### src/rtl/div_unit.sv
// Iterative radix-2 restoring divider for RV32M DIV/DIVU/REM/REMU, one quotient bit per clock.
// Optional build macro DIV_EARLY_OUT_EN: divide-by-zero and signed overflow skip the iterations.
module div_unit #(
    parameter int WIDTH = 32
) (
    input  logic             clock,
    input  logic             reset,
    input  logic             start,
    input  logic [1:0]       op,
    input  logic [WIDTH-1:0] a,
    input  logic [WIDTH-1:0] b,
    output logic             ready,
    output logic             done,
    output logic [WIDTH-1:0] result
);

    localparam int CW = $clog2(WIDTH);
    localparam logic [WIDTH-1:0] ZERO     = {WIDTH{1'b0}};
    localparam logic [WIDTH-1:0] ALL_ONES = {WIDTH{1'b1}};
    localparam logic [WIDTH-1:0] MIN_NEG  = {1'b1, {(WIDTH-1){1'b0}}};

    typedef enum logic [1:0] {
        IDLE = 2'd0,
        PREP = 2'd1,
        ITER = 2'd2,
        FIX  = 2'd3
    } state_t;

    state_t           state_r, state_next_s;
    logic [1:0]       op_r;
    logic [WIDTH-1:0] a_r, b_r, quo_r, rem_r, dvs_r, result_r;
    logic [CW-1:0]    cnt_r;
    logic             qsign_r, rsign_r, div0_r, ovf_r, done_r, ready_r;

    logic             signed_s, div0_s, ovf_s;
    logic [WIDTH-1:0] abs_a_s, abs_b_s, q_fix_s, r_fix_s, res_s;
    logic [WIDTH:0]   shift_s, trial_s;

    assign signed_s = ~op_r[0];
    assign div0_s   = (b_r == ZERO);
    assign ovf_s    = signed_s && (a_r == MIN_NEG) && (b_r == ALL_ONES);
    assign abs_a_s  = (signed_s && a_r[WIDTH-1]) ? (ZERO - a_r) : a_r;
    assign abs_b_s  = (signed_s && b_r[WIDTH-1]) ? (ZERO - b_r) : b_r;
    // Borrow out of the WIDTH+1-bit subtract marks a negative trial remainder.
    assign shift_s  = {rem_r, quo_r[WIDTH-1]};
    assign trial_s  = shift_s - {1'b0, dvs_r};

    // State register
    always_ff @(posedge clock or posedge reset) begin
        if (reset) begin
            state_r <= IDLE;
        end else begin
            state_r <= state_next_s;
        end
    end

    // Next-state decode
    always_comb begin
        state_next_s = state_r;
        case (state_r)
            IDLE: begin
                if (start) begin
                    state_next_s = PREP;
                end else begin
                    state_next_s = IDLE;
                end
            end
`ifdef DIV_EARLY_OUT_EN
            PREP: begin
                if (div0_s || ovf_s) begin
                    state_next_s = FIX;
                end else begin
                    state_next_s = ITER;
                end
            end
`else
            PREP: state_next_s = ITER;
`endif
            ITER: begin
                if (cnt_r == {CW{1'b0}}) begin
                    state_next_s = FIX;
                end else begin
                    state_next_s = ITER;
                end
            end
            FIX:     state_next_s = IDLE;
            default: state_next_s = IDLE;
        endcase
    end

    // Sign fix-up and forced ISA results for divide-by-zero and signed overflow
    always_comb begin
        q_fix_s = quo_r;
        r_fix_s = rem_r;
        if (div0_r) begin
            q_fix_s = ALL_ONES;
            r_fix_s = a_r;
        end else if (ovf_r) begin
            q_fix_s = a_r;
            r_fix_s = ZERO;
        end else begin
            q_fix_s = qsign_r ? (ZERO - quo_r) : quo_r;
            r_fix_s = rsign_r ? (ZERO - rem_r) : rem_r;
        end
        res_s = op_r[1] ? r_fix_s : q_fix_s;
    end

    // Operand capture, iteration datapath and registered outputs
    always_ff @(posedge clock or posedge reset) begin
        if (reset) begin
            op_r     <= 2'b00;
            a_r      <= ZERO;
            b_r      <= ZERO;
            quo_r    <= ZERO;
            rem_r    <= ZERO;
            dvs_r    <= ZERO;
            cnt_r    <= {CW{1'b0}};
            qsign_r  <= 1'b0;
            rsign_r  <= 1'b0;
            div0_r   <= 1'b0;
            ovf_r    <= 1'b0;
            result_r <= ZERO;
            done_r   <= 1'b0;
            ready_r  <= 1'b1;
        end else begin
            done_r  <= 1'b0;
            ready_r <= (state_next_s == IDLE);
            case (state_r)
                IDLE: begin
                    if (start) begin
                        op_r <= op;
                        a_r  <= a;
                        b_r  <= b;
                    end
                end
                PREP: begin
                    quo_r   <= abs_a_s;
                    dvs_r   <= abs_b_s;
                    rem_r   <= ZERO;
                    cnt_r   <= CW'(WIDTH - 1);
                    qsign_r <= signed_s & (a_r[WIDTH-1] ^ b_r[WIDTH-1]);
                    rsign_r <= signed_s & a_r[WIDTH-1];
                    div0_r  <= div0_s;
                    ovf_r   <= ovf_s;
                end
                ITER: begin
                    if (!trial_s[WIDTH]) begin
                        rem_r <= trial_s[WIDTH-1:0];
                        quo_r <= {quo_r[WIDTH-2:0], 1'b1};
                    end else begin
                        rem_r <= shift_s[WIDTH-1:0];
                        quo_r <= {quo_r[WIDTH-2:0], 1'b0};
                    end
                    cnt_r <= cnt_r - CW'(1);
                end
                FIX: begin
                    result_r <= res_s;
                    done_r   <= 1'b1;
                end
                default: begin
                    done_r <= 1'b0;
                end
            endcase
        end
    end

    assign ready  = ready_r;
    assign done   = done_r;
    assign result = result_r;

endmodule

### config.mk
export PLATFORM = sky130hd
export DESIGN_NAME = div_unit
export DESIGN_NICKNAME = d
export VERILOG_FILES = /design/src/rtl/div_unit.sv
export SDC_FILE = /design/constraint.sdc
export NUM_CORES = 1
export LEC_CHECK = 0
export BUFFER_PORTS_ARGS = -buffer_cell sky130_fd_sc_hd__buf_2
export CORE_MARGIN = 3
export CORE_UTILIZATION = 65
export CTS_CLUSTER_DIAMETER = 50
export DETAILED_ROUTE_END_ITERATION = 10
export PLACE_DENSITY = 0.9
export RECOVER_POWER = 25
export SLEW_MARGIN = 20
export SYNTH_ARGS = -nofsm -noshare
export SYNTH_HDL_FRONTEND = slang
export SYNTH_SLANG_ARGS = --single-unit
### constraint.sdc
create_clock -name clock -period 18.75 [get_ports clock]
set_clock_uncertainty 0.15 [all_clocks]
set_input_delay 4.6875 -clock clock [delete_from_list [all_inputs] [get_ports clock]]
set_output_delay 4.6875 -clock clock [all_outputs]
set_load 0.05 [all_outputs]
# After elaboration in Yosys (flattened, before gate mapping)
# Index checks and enable logic that the tools add are counted.
[op_classes]
addsub = 6
eq_ne = 5
n_reduce_logical = 10
mux = 18
bitwise = 4
[op_table]
columns = ["operator", "n"]
rows = [
  ["32-bit two-way mux", 10],
  ["32-bit one-hot mux with 2 select lines", 2],
  ["1-bit by 32-bit subtractor with 32-bit output, first input constant", 4],
  ["32-bit == test, second input constant", 2],
  ["33-bit by 32-bit subtractor with 33-bit output", 1],
  ["32-bit zero test", 1],
  ["5-bit one-hot mux with 2 select lines", 1],
  ["2-bit one-hot mux with 4 select lines", 1],
  ["5-bit zero test", 1],
  ["5-bit by 1-bit subtractor with 5-bit output, second input constant", 1],
  ["2-bit == test, second input constant", 2],
  ["1-bit logical AND", 4],
  ["2-bit zero test", 2],
  ["1-bit two-way mux", 4],
  ["1-bit bitwise AND", 2],
  ["2-bit by 1-bit == test with 1-bit output, second input constant", 1],
  ["2-bit AND reduction", 1],
  ["2-bit nonzero test", 1],
  ["1-bit inverter", 1],
  ["1-bit bitwise XOR", 1],
]
[word_totals]
elab_cells = 58
inputBits = 69
reg_bits = 207
output_inout_bits = 34

# Depth between registers and ports, before layout
# Gate-level depths: netlist of the first run.
[depth]
word_depth = 5
ltp_mapped = 14
mapped_depth_nobuf = 13

# Least setup slack after synthesis of the first run
# No wires, ideal clock.
[synth_timing]
path_kind = "input-to-reg"
start = "input start"
end = "register a_r[0]"
stages = 4
path_slack_ns = 12.678
setup_ns = 0.125
arrival_ns = 5.797
required_ns = 18.475
path_buffers = 2
path_cell_list = "nand2_1 clkbuf_1 clkbuf_1 mux2_2"
[synth_between]
elab_chain_len = 1
[synth_lines]
columns = ["element", "line_no", "rtl"]
rows = [
  ["from (decl)", "8", "input logic start,"],
  ["2-bit AND reduction (no source line)", "--", ""],
  ["to (signal assigned)", "112", "a_r <= ZERO;"],
  ["to (signal assigned)", "132", "a_r <= a;"],
  ["to (decl)", "31", "logic [WIDTH-1:0] a_r, b_r, quo_r, rem_r, dvs_r, result_r;"],
]
# No other way between the ends.
# A chain may end at the register's enable or synchronous reset.

# Worst setup path in the final report of the first run
[layout_timing]
start = "register ready_r, in the netlist ready"
end = "output ready"
[layout_lines]
columns = ["element", "line_no", "rtl"]
rows = [
  ["from (decl)", "33", "logic qsign_r, rsign_r, div0_r, ovf_r, done_r, ready_r;"],
  ["from (signal assigned)", "127", "ready_r <= (state_next_s == IDLE);"],
  ["to (decl)", "12", "output logic ready,"],
]
# No word-level cell between the ends.

==> results of run 1 <==
==> power groups by stage <==
stage	sequential [mW]	combinational, mW	clock (mW)
2_1_floorplan	0.924	1.01	0
3_3_place_gp	0.891	1.33	0
3_5_place_dp	0.905	1.38	0
4_1_cts	0.904	1.41	0.509
5_1_grt	0.942	1.55	0.530
6_report	0.918	1.42	0.508
==> sequential cells by signal, indices dropped and copies added (netlist names) <==
name / cells
quo_r: 32
qsign_r: 1
div0_r: 1
state_r: 2
rsign_r: 1
a_r: 32
done: 1
op_r: 2
result: 32
rem_r: 32
ready: 1
ovf_r: 1
b_r: 32
cnt_r: 5
dvs_r: 32
==> through the flow <==
| step | hold WS [ns] | setup WS (ns) | utilization (%) | power (mW) |
|---|---|---|---|---|
| 2_1_floorplan | 0.313 | 8.26 | - | 1.94 |
| 3_3_place_gp | 0.333 | 12.14 | 70.5 | 2.22 |
| 3_5_place_dp | 0.340 | 12.12 | 70.5 | 2.29 |
| 4_1_cts | 0.342 | 12.61 | 75.0 | 2.82 |
| 5_1_grt | 0.383 | 12.44 | 74.7 | 3.02 |
| 6_report | 0.339 | 12.62 | 74.7 | 2.85 |
==> cell type report <==
class | count | area [sq um]
Inverter | 69 | 267
Clock inverter | 14 | 129
Tap cell | 265 | 332
Multi-Input combinational cell | 1080 | 7470
Fill cell | 1331 | 4990
Sequential cell | 207 | 5180
Timing Repair Buffer | 113 | 582
Clock buffer | 34 | 762
==> synth_stat cells (13+ instances only) <==
cell type / count
a221oi_1: 25
o21ai_0: 86
xor2_1: 79
nor2_1: 119
nand2b_1: 18
o22ai_1: 33
o31ai_1: 28
inv_1: 67
o21ai_1: 13
a22o_1: 14
o41ai_1: 14
nand2_1: 116
nor3_1: 18
clkbuf_1: 68
dfrtp_1: 206
nand3_1: 13
mux2_2: 100
a21oi_1: 122
xnor2_1: 65
mux2i_1: 14
ha_1: 43
==> kinds of logic after synthesis <==
| family | after synthesis | synth area share [%] |
|---|---|---|
| and+or+nand+nor | 363 | 13.1 |
| muxes | 114 | 9.57 |
| adders and majority gates | 44 | 4.22 |
| buffers and inverters | 147 | 4.18 |
| AOI/OAI and AO/OA | 415 | 20.3 |
| xor gates and xnor gates | 144 | 9.53 |
| DFF | 207 | 39.1 |
==> routing by layer <==
layer | GRT usage [%] | vias up | share of wire [%]
li1 | - | 5299 | -
met1 | 40.7 | 5550 | 39
met2 | 51.3 | 645 | 47
met3 | 5.91 | 136 | 8.9
met4 | 15.5 | 0 | 5.4
met5 | 0 | - | 0
==> worst paths after layout <==
kind | to | slack [ns]
min | cnt_r[0] | 0.34
max in group asynchronous | rem_r[27] | 12.68
min in group asynchronous | dvs_r[31] | 4.19
max | ready | 12.62
min reg2reg | cnt_r[0] | 0.34
max reg2reg | rem_r[29] | 13.78
==> summary.txt, run 1 <==
Total GRT Usage = 31.5%
max-cap viol count = 4
Max Fanout on Critical Path = 1
switching power = 1.32 mW
critical path's largest stage delay = 0.51 ns
crit start category = flip-flop
share of layout cells above drive strength 1 = 18.9%
TritonCTS buffer count = 27
Worst Reg-to-Reg Cells = 7
worst setup path class = flip-flop to output pin
sequential fraction of design power = 32.3%
VDD IR max = 0.000112 V
Worst Hold Launch = cnt_r[0]
Vias/cell = 6.53
via count = 11630
clock network power share = 17.9%
Async SR Flop Fraction = 100%
worst path arrival time = 1.30 ns
wire length per cell = 19.8 microns
Layout Cells excl Fill = 1782
antenna diode count = 0
GPL Wtd Cong = 0.953
Gate power share = 49.9%
Top FF cell, synth = dfrtp_1
Crit. End Element = output pin
count of cell types in the netlist = 70
Internal Power = 1.53 mW
fin crit period = 6.13 ns
Max stage delay cell, worst path = dfstp_2
DRC = 0
maximum root-to-sink buffer count = 3
Critical Path RT = 13.91 ns
Tcrit/Tclk final = 32.7%
Routed Wire Length = 35200 microns
Rel. slew slack = -93.6%
1st-iter DRT viols = 1331
design area = 14700 sq um
Post-CTS Setup Bufs = 0
TritonCTS clock tree = built
Hold Fails Final Rpt = 0
CTS-repair resized insts = 0
Yosys top cell area share = 38.9%
die area = 22100 sq um
# nets final = 1611
Critical R2R Launch = state_r[0]
mapped cell area = 13200 sq um
Worst Setup SP = ready
worst skew pair latency = 0.55 ns
placed cells = 1734
RSZ-0062 raised after global routing = no
CTS clk-pin slew, worst paths = 0.06 ns
# port buffers = 102
initial antenna violation count = 0
vias in the first global route = 11245
number of flops mapped to enable cells by yosys = 0
crit path cell chain = buf_2
Initial Util = 67.1%
WP depth = 1
Worst Hold Class = flip-flop to flip-flop
power density over the cells = 193 nW/um^2
synthesis-to-layout area growth = 11.2%
Mapped Cells = 1434
final setup vio count = 0
H-tree lvl count = 1
Fin Setup TNS = 0 ns
detailed placer's ending HPWL = 23800 microns
Worst-Margin Slew = 2.90 ns
GRT Residual Overflow = 0
global-route wire length before repair = 57300 microns
DR pass1 iterations = 8
failing checks = max-capacitance violations, max-slew violations
syn nets = 1547
dpl cell area = 13900 sq um
io pins = 103
most frequent cells in the layout = 206 x dfrtp_1, 122 x a21oi_1, 119 x nor2_1
Avg Cell Area, Syn = 9.23 sq um
flops & latches, synth = 207
most common cell after layout, fill and taps aside = dfrtp_1
Yosys top cell by area = dfrtp_1
Die X = 149 microns
sw frac = 46.4%
CORE AREA = 19700 sq um
largest net degree at the start of global routing = 132
crit path buf inv count = 1
row cnt = 51
Hold-fix buffers, CTS = 0
synth top area cells = dfrtp_1 39%, mux2_2 8.5%, xor2_1 5.2%, a21oi_1 4.6%, xnor2_1 4.3%
Clock Sinks = 207
Routed Antenna Nets = 0
Yosys warnings = 0
delay-heaviest family, CP = flip-flops
Die Y = 149 microns
Lkg Pwr = 6.45 nW
Max Slew Vio Count = 235
status = complete, but fails checks
CTS Root Cell = clkbuf_16
fmax = 163 MHz
hold depth = 1
register area share after synthesis = 39.1%
No activity file was read; power rests on OpenSTA's default activity.
==> run 2, diff against run 1 <==
--- a/config.mk
+++ b/config.mk
@@ -7,10 +7,10 @@
 export LEC_CHECK = 0
 export BUFFER_PORTS_ARGS = -buffer_cell sky130_fd_sc_hd__buf_2
 export CORE_MARGIN = 3
-export CORE_UTILIZATION = 65
+export CORE_UTILIZATION = 55
 export CTS_CLUSTER_DIAMETER = 50
 export DETAILED_ROUTE_END_ITERATION = 10
-export PLACE_DENSITY = 0.9
+export PLACE_DENSITY = 0.82
 export RECOVER_POWER = 25
 export SLEW_MARGIN = 20
 export SYNTH_ARGS = -nofsm -noshare
==> constraint.sdc (replaced) <==
create_clock -name clock -period 5.1 [get_ports clock]
set_clock_uncertainty 0.15 [all_clocks]
set_input_delay 1.275 -clock clock [delete_from_list [all_inputs] [get_ports clock]]
set_output_delay 1.275 -clock clock [all_outputs]
set_load 0.05 [all_outputs]
==> summary.txt, run 2 (same netlist as run 1, synthesis figures left out) <==
status = complete, but fails checks
failing checks = max-capacitance violations, max-slew violations
fin crit period = 4.19 ns
power density over the cells = 702 nW/um^2 (+260%)
worst setup path class = flip-flop to flip-flop
final setup vio count = 0 (unchanged)
clock network power share = 18.1% (+0.2 points)
fmax = 239 MHz
die area = 26000 sq um (+17%)
Lkg Pwr = 6.46 nW (+0.25%)
largest net degree at the start of global routing = 146 (+11%)
Fin Setup TNS = 0 ns (unchanged)
Critical Path RT = 5.35 ns (-8.56 ns)
pre-CTS WS = 1.05 ns (-11.07 ns)
fill count = 1961 (+47%)
worst skew pair latency = 0.56 ns (about the same)
CTS Root Cell = clkbuf_16
global-route wire length before repair = 58600 microns (+2.2%)
Routed Antenna Nets = 0 (unchanged)
final core occ = 63.2% (-11 points)
sequential fraction of design power = 31.6% (-0.7 points)
Hold Fails Final Rpt = 0 (unchanged)
TritonCTS buffer count = 27 (unchanged)
Vias/cell = 6.18 (-5.4%)
Worst Hold Class = flip-flop to flip-flop
most frequent cells in the layout = 206 x dfrtp_1, 122 x a21oi_1, 119 x nor2_1
synthesis-to-layout area growth = 12.5%
antenna diode count = 0 (unchanged)
Clock Sinks = 207 (unchanged)
Fin Hold WS = 0.369 ns (+0.0303 ns)
detailed placer's ending HPWL = 24900 microns (+4.6%)
dpl cell area = 14000 sq um (+0.86%)
crit start category = flip-flop
DR pass1 iterations = 6 (-2)
setup ws final = 0.913 ns (-11.70 ns)
GPL Wtd Cong = 0.942 (-1.1%)
sw frac = 46.2% (-0.21 points)
Die Y = 161 microns (+8.4%)
design area = 14900 sq um (+1.1%)
# port buffers = 102 (unchanged)
Post-CTS Setup Bufs = 0 (unchanged)
row cnt = 56 (+9.8%)
Gate power share = 50.2% (+0.3 points)
Initial Util = 56.2% (-11 points)
most common cell after layout, fill and taps aside = dfrtp_1
max-cap viol count = 3 (-1)
Die X = 161 microns (+8.4%)
GRT Residual Overflow = 0 (unchanged)
Internal Power = 5.63 mW (+270%)
wire length per cell = 19.4 microns (-2.1%)
share of layout cells above drive strength 1 = 19.7% (+0.81 points)
1st-iter DRT viols = 1094 (-18%)
# nets final = 1615 (+0.25%)
CTS-repair resized insts = 0 (unchanged)
maximum root-to-sink buffer count = 3 (unchanged)
via count = 11363 (-2.3%)
Crit. End Element = flip-flop
CTS clk-pin slew, worst paths = 0.06 ns (about the same)
Routed Wire Length = 35600 microns (+1.1%)
H-tree lvl count = 1 (unchanged)
Tcrit/Tclk final = 82.1%
Hold-fix buffers, CTS = 0 (unchanged)
VDD IR max = 0.000411 V (+270%)
RSZ-0062 raised after global routing = no
Max Slew Vio Count = 249 (+6.0%)
Max Fanout on Critical Path = 5 (+4)
Worst-Margin Slew = 3.31 ns (+0.405 ns)
vias in the first global route = 11242 (-0.027%)
initial antenna violation count = 0 (unchanged)
CORE AREA = 23500 sq um (+19%)
Total GRT Usage = 27.4% (-4.2 points)
worst path arrival time = 4.44 ns (+3.14 ns)
TritonCTS clock tree = built
DRC = 0 (unchanged)
io pins = 103 (unchanged)
switching power = 4.83 mW (+270%)
Rel. slew slack = -121% (-27 points)
-- run 2: through the flow --
step	total power, mW	cells
floorplan	7.12	1434
global placement	8.31	1792
detailed placement	8.47	1792
CTS	10.4	1840
global route	11.2	1840
finish	10.5	1840
-- run 2: layout make-up --
cell class / count / area [sq um] / share of cell area (%)
Multi-Input combinational cell: 1080 / 7520 / 50.5
Clock buffer: 35 / 766 / 5.14
Inverter: 69 / 260 / 1.75
Timing Repair Buffer: 117 / 626 / 4.20
Sequential cell: 207 / 5180 / 34.8
Tap cell: 319 / 399 / 2.68
Clock inverter: 13 / 134 / 0.899
-- run 2: final timing paths --
path | start | to | slack [ns] | depth (start not counted)
max | rem_r[1] | rem_r[31] | 0.91 | 11
min | cnt_r[0] | cnt_r[0] | 0.37 | 1
max reg2reg | rem_r[1] | rem_r[31] | 0.91 | 11
min reg2reg | cnt_r[0] | cnt_r[0] | 0.37 | 1
max in group asynchronous | reset | rsign_r | 0.96 | 3
min in group asynchronous | reset | a_r[31] | 1.71 | 3
-- run 2: power by group through the flow --
stage	Clock [mW]	Sequential (mW)	Combinational, mW
after global routing	1.99	3.40	5.77
after floorplan	0	3.40	3.72
final	1.89	3.31	5.25
after CTS	1.92	3.28	5.24
after global placement	0	3.25	5.06
after detailed placement	0	3.29	5.19
-- run 2: critical path, stage by stage (launching register included) --
cell and delay [ns]:
dfrtp_1 0.42, ha_1 0.38, o211ai_1 0.19, a21o_1 0.15, a31oi_1 0.18, a2111oi_0 0.94
o41ai_2 0.29, a2111oi_0 0.62, o31ai_1 0.17, xor2_1 0.18, o2111ai_1 0.21, o221ai_1 0.14
-- run 2: metal layers --
metal  vias up  track usage, %  share of wire [%]
met2       507            45.9                 47
met5         -               0                  0
met3        94            4.23                7.9
met1      5450            36.6                 42
met4         0            9.07                3.3
li1       5312               -                  -
==> run 3, diff against run 2 <==
--- a/config.mk
+++ b/config.mk
@@ -5,12 +5,13 @@
 export SDC_FILE = /design/constraint.sdc
 export NUM_CORES = 1
 export LEC_CHECK = 0
+export ABC_AREA = 1
 export BUFFER_PORTS_ARGS = -buffer_cell sky130_fd_sc_hd__buf_2
 export CORE_MARGIN = 3
-export CORE_UTILIZATION = 55
+export CORE_UTILIZATION = 62
 export CTS_CLUSTER_DIAMETER = 50
 export DETAILED_ROUTE_END_ITERATION = 10
-export PLACE_DENSITY = 0.82
+export PLACE_DENSITY = 0.86
 export RECOVER_POWER = 25
 export SLEW_MARGIN = 20
 export SYNTH_ARGS = -nofsm -noshare
==> constraint.sdc (replaced) <==
create_clock -name clock -period 4.3 [get_ports clock]
set_clock_uncertainty 0.15 [all_clocks]
set_input_delay 1.075 -clock clock [delete_from_list [all_inputs] [get_ports clock]]
set_output_delay 1.075 -clock clock [all_outputs]
set_load 0.05 [all_outputs]
==> summary.txt, run 3 <==
Total GRT Usage = 39.5% (+12 points)
max-cap viol count = 2 (-1)
share of layout cells above drive strength 1 = 9.47% (-10 points)
met2 wire length = 23100 microns (+37%)
wire length per cell = 18.9 microns (-2.2%)
Rel. slew slack = -24.2% (+96 points)
synth cell count leaders = 694 x nand2_1, 323 x inv_1, 288 x nand3_1
fmax = 349 MHz (+46%)
TritonCTS clock tree = built
delay-heaviest family, CP = buffers and inverters
Mapped Cells = 2431 (+70%)
Tot Pwr = 12.4 mW (+19%)
Crit. End Element = flip-flop
Top FF cell, synth = dfrtp_1
mapped cell area = 15700 sq um (+18%)
Die Y = 165 microns (+2.3%)
register area share after synthesis = 33.1% (-6.0 points)
maximum root-to-sink buffer count = 3 (unchanged)
via count = 17074 (+50%)
worst skew pair latency = 0.55 ns (about the same)
Routed Wire Length = 53700 microns (+51%)
Yosys top cell area share = 32.9% (-6.0 points)
pre-CTS WS = 1.51 ns (+0.460 ns)
synth top area cells = dfrtp_1 33%, nand2_1 17%, nand3_1 9.2%, inv_1 7.7%, nor2_1 5.7%
Clock Sinks = 207 (unchanged)
row cnt = 57 (+1.8%)
# port buffers = 102 (unchanged)
Fin Hold WS = 0.323 ns (-0.0464 ns)
most frequent cells in the layout = 693 x nand2_1, 322 x inv_1, 288 x nand3_1
Max stage delay cell, worst path = clkbuf_1
Hold Fails Final Rpt = 0 (unchanged)
largest net degree at the start of global routing = 90 (-38%)
CORE AREA = 24500 sq um (+4.2%)
Routed Antenna Nets = 0 (unchanged)
status = complete, but fails checks
design area = 17300 sq um (+16%)
GPL Wtd Cong = 0.997 (+5.9%)
vias in the first global route = 15723 (+40%)
crit path buf inv count = 1 (+1)
Max Slew Vio Count = 61 (-76%)
placed cells = 2789 (+56%)
flops & latches, synth = 207 (unchanged)
critical path's largest stage delay = 1.36 ns (+0.42 ns)
final core occ = 70.4% (+7.2 points)
crit start category = flip-flop
io pins = 103 (unchanged)
worst path arrival time = 3.17 ns (-1.27 ns)
power density over the cells = 718 nW/um^2 (+2.3%)
most common cell after layout, fill and taps aside = nand2_1
Post-CTS Setup Bufs = 0 (unchanged)
final setup vio count = 0 (unchanged)
dpl cell area = 16400 sq um (+17%)
setup ws final = 1.43 ns (+0.519 ns)
Layout Cells excl Fill = 2838 (+54%)
TritonCTS buffer count = 27 (unchanged)
Hold-fix buffers, CTS = 0 (unchanged)
Max Fanout on Critical Path = 29 (+24)
DR pass1 iterations = 8 (+2)
die area = 27200 sq um (+4.7%)
Lkg Pwr = 9.24 nW (+43%)
Critical Path RT = 4.61 ns (-0.74 ns)
metal3 WL = 6560 microns (+130%)
VDD IR max = 0.000697 V (+69%)
top-count cell post-synth = nand2_1
CTS-repair resized insts = 0 (unchanged)
Fin Setup TNS = 0 ns (unchanged)
top layer in use = met4
CTS Root Cell = clkbuf_16
RSZ-0062 raised after global routing = no
GRT Residual Overflow = 0 (unchanged)
crit path cell chain = ha_1, clkbuf_1, nand3_1, nand2_1
Tcrit/Tclk final = 66.7% (-15 points)
DRT met1 WL = 22200 microns (+50%)
Vias/cell = 6.02 (-2.6%)
Yosys warnings = 0 (unchanged)
fin crit period = 2.87 ns (-1.32 ns)
detailed placer's ending HPWL = 40400 microns (+62%)
syn nets = 2544 (+64%)
count of cell types in the netlist = 50 (-29%)
initial antenna violation count = 0 (unchanged)
DRC = 0 (unchanged)
Avg Cell Area, Syn = 6.44 sq um (-30%)
failing checks = max-capacitance violations, max-slew violations
antenna diode count = 0 (unchanged)
Yosys top cell by area = dfrtp_1
H-tree lvl count = 1 (unchanged)
number of flops mapped to enable cells by yosys = 0 (unchanged)
Die X = 165 microns (+2.3%)
Async SR Flop Fraction = 100% (unchanged)
CTS clk-pin slew, worst paths = 0.06 ns (about the same)
Worst Hold Class = flip-flop to flip-flop
synthesis-to-layout area growth = 10.4%
# nets final = 2607 (+61%)
1st-iter DRT viols = 2688 (+150%)
Worst-Margin Slew = 1.85 ns (-1.46 ns)
Initial Util = 63.8% (+7.6 points)
global-route wire length before repair = 84600 microns (+44%)
worst setup path class = flip-flop to flip-flop
[run 3: cell types whose count changed in the layout (fill, tap and decap cells not counted), moves of 26 or more]
| cell | previous run | this run |
|---|---|---|
| mux2_2 | 100 | 4 |
| xor2_1 | 79 | 34 |
| xnor2_1 | 64 | 13 |
| o31ai_1 | 28 | 2 |
| nor2_1 | 119 | 236 |
| nand2_1 | 115 | 693 |
| nand2_2 | 1 | 30 |
| nand3_1 | 13 | 288 |
| inv_1 | 66 | 322 |
[run 3: routing by layer]
metal	vias to the layer above	GRT usage [%]
met3	178	9.08
met4	0	11.1
met5	-	0
met1	7885	56.5
li1	7964	-
met2	1047	60.3
[run 3: path summary, 6_finish.rpt]
path,startpoint,endpoint,slack (ns),cells past startpoint
setup / recovery,state_r[1],result[30],1.43,4
max in group asynchronous,reset,b_r[24],1.66,3
hold reg to reg,result[15],result[15],0.32,2
hold / removal,result[15],result[15],0.32,2
setup reg to reg,state_r[1],result[30],1.43,4
min in group asynchronous,reset,rem_r[4],0.94,2
[run 3: power breakdown]
| group | internal [mW] | switching [mW] |
|---|---|---|
| combinational | 1.93 | 4.70 |
| clock | 1.38 | 0.894 |
| sequential | 2.73 | 0.775 |
| total | 6.05 | 6.37 |
[run 3: cell type report]
| class | count | area (sq um) |
|---|---|---|
| Clock buffer | 38 | 777 |
| Clock inverter | 11 | 131 |
| Fill cell | 2135 | 7250 |
| Inverter | 336 | 1260 |
| Multi-Input combinational cell | 1796 | 8820 |
| Sequential cell | 207 | 5180 |
| Tap cell | 324 | 405 |
| Timing Repair Buffer | 126 | 703 |
[run 3: logic make-up (layout without fill, tap and decap cells)]
group / count (synthesis) / after routing / synth area share (%)
muxes: 4 / 4 / 0.288
DFF: 207 / 207 / 33.1
AOI/OAI and AO/OA: 349 / 349 / 12.7
buffers and inverters: 428 / 511 / 10.6
adders and majority gates: 44 / 44 / 3.57
and+or+nand+nor: 1352 / 1352 / 37.0
xor gates and xnor gates: 47 / 47 / 2.63
[run 3: worst reg2reg max path: cells and delay by family, from the launching register on]
| kind | cells | cell delay [ns] |
|---|---|---|
| buffers and inverters | 1 | 1.36 |
| adder cells (fa/ha/maj) | 1 | 0.28 |
| flip-flops | 1 | 0.40 |
| AND/OR/NAND/NOR | 2 | 0.61 |
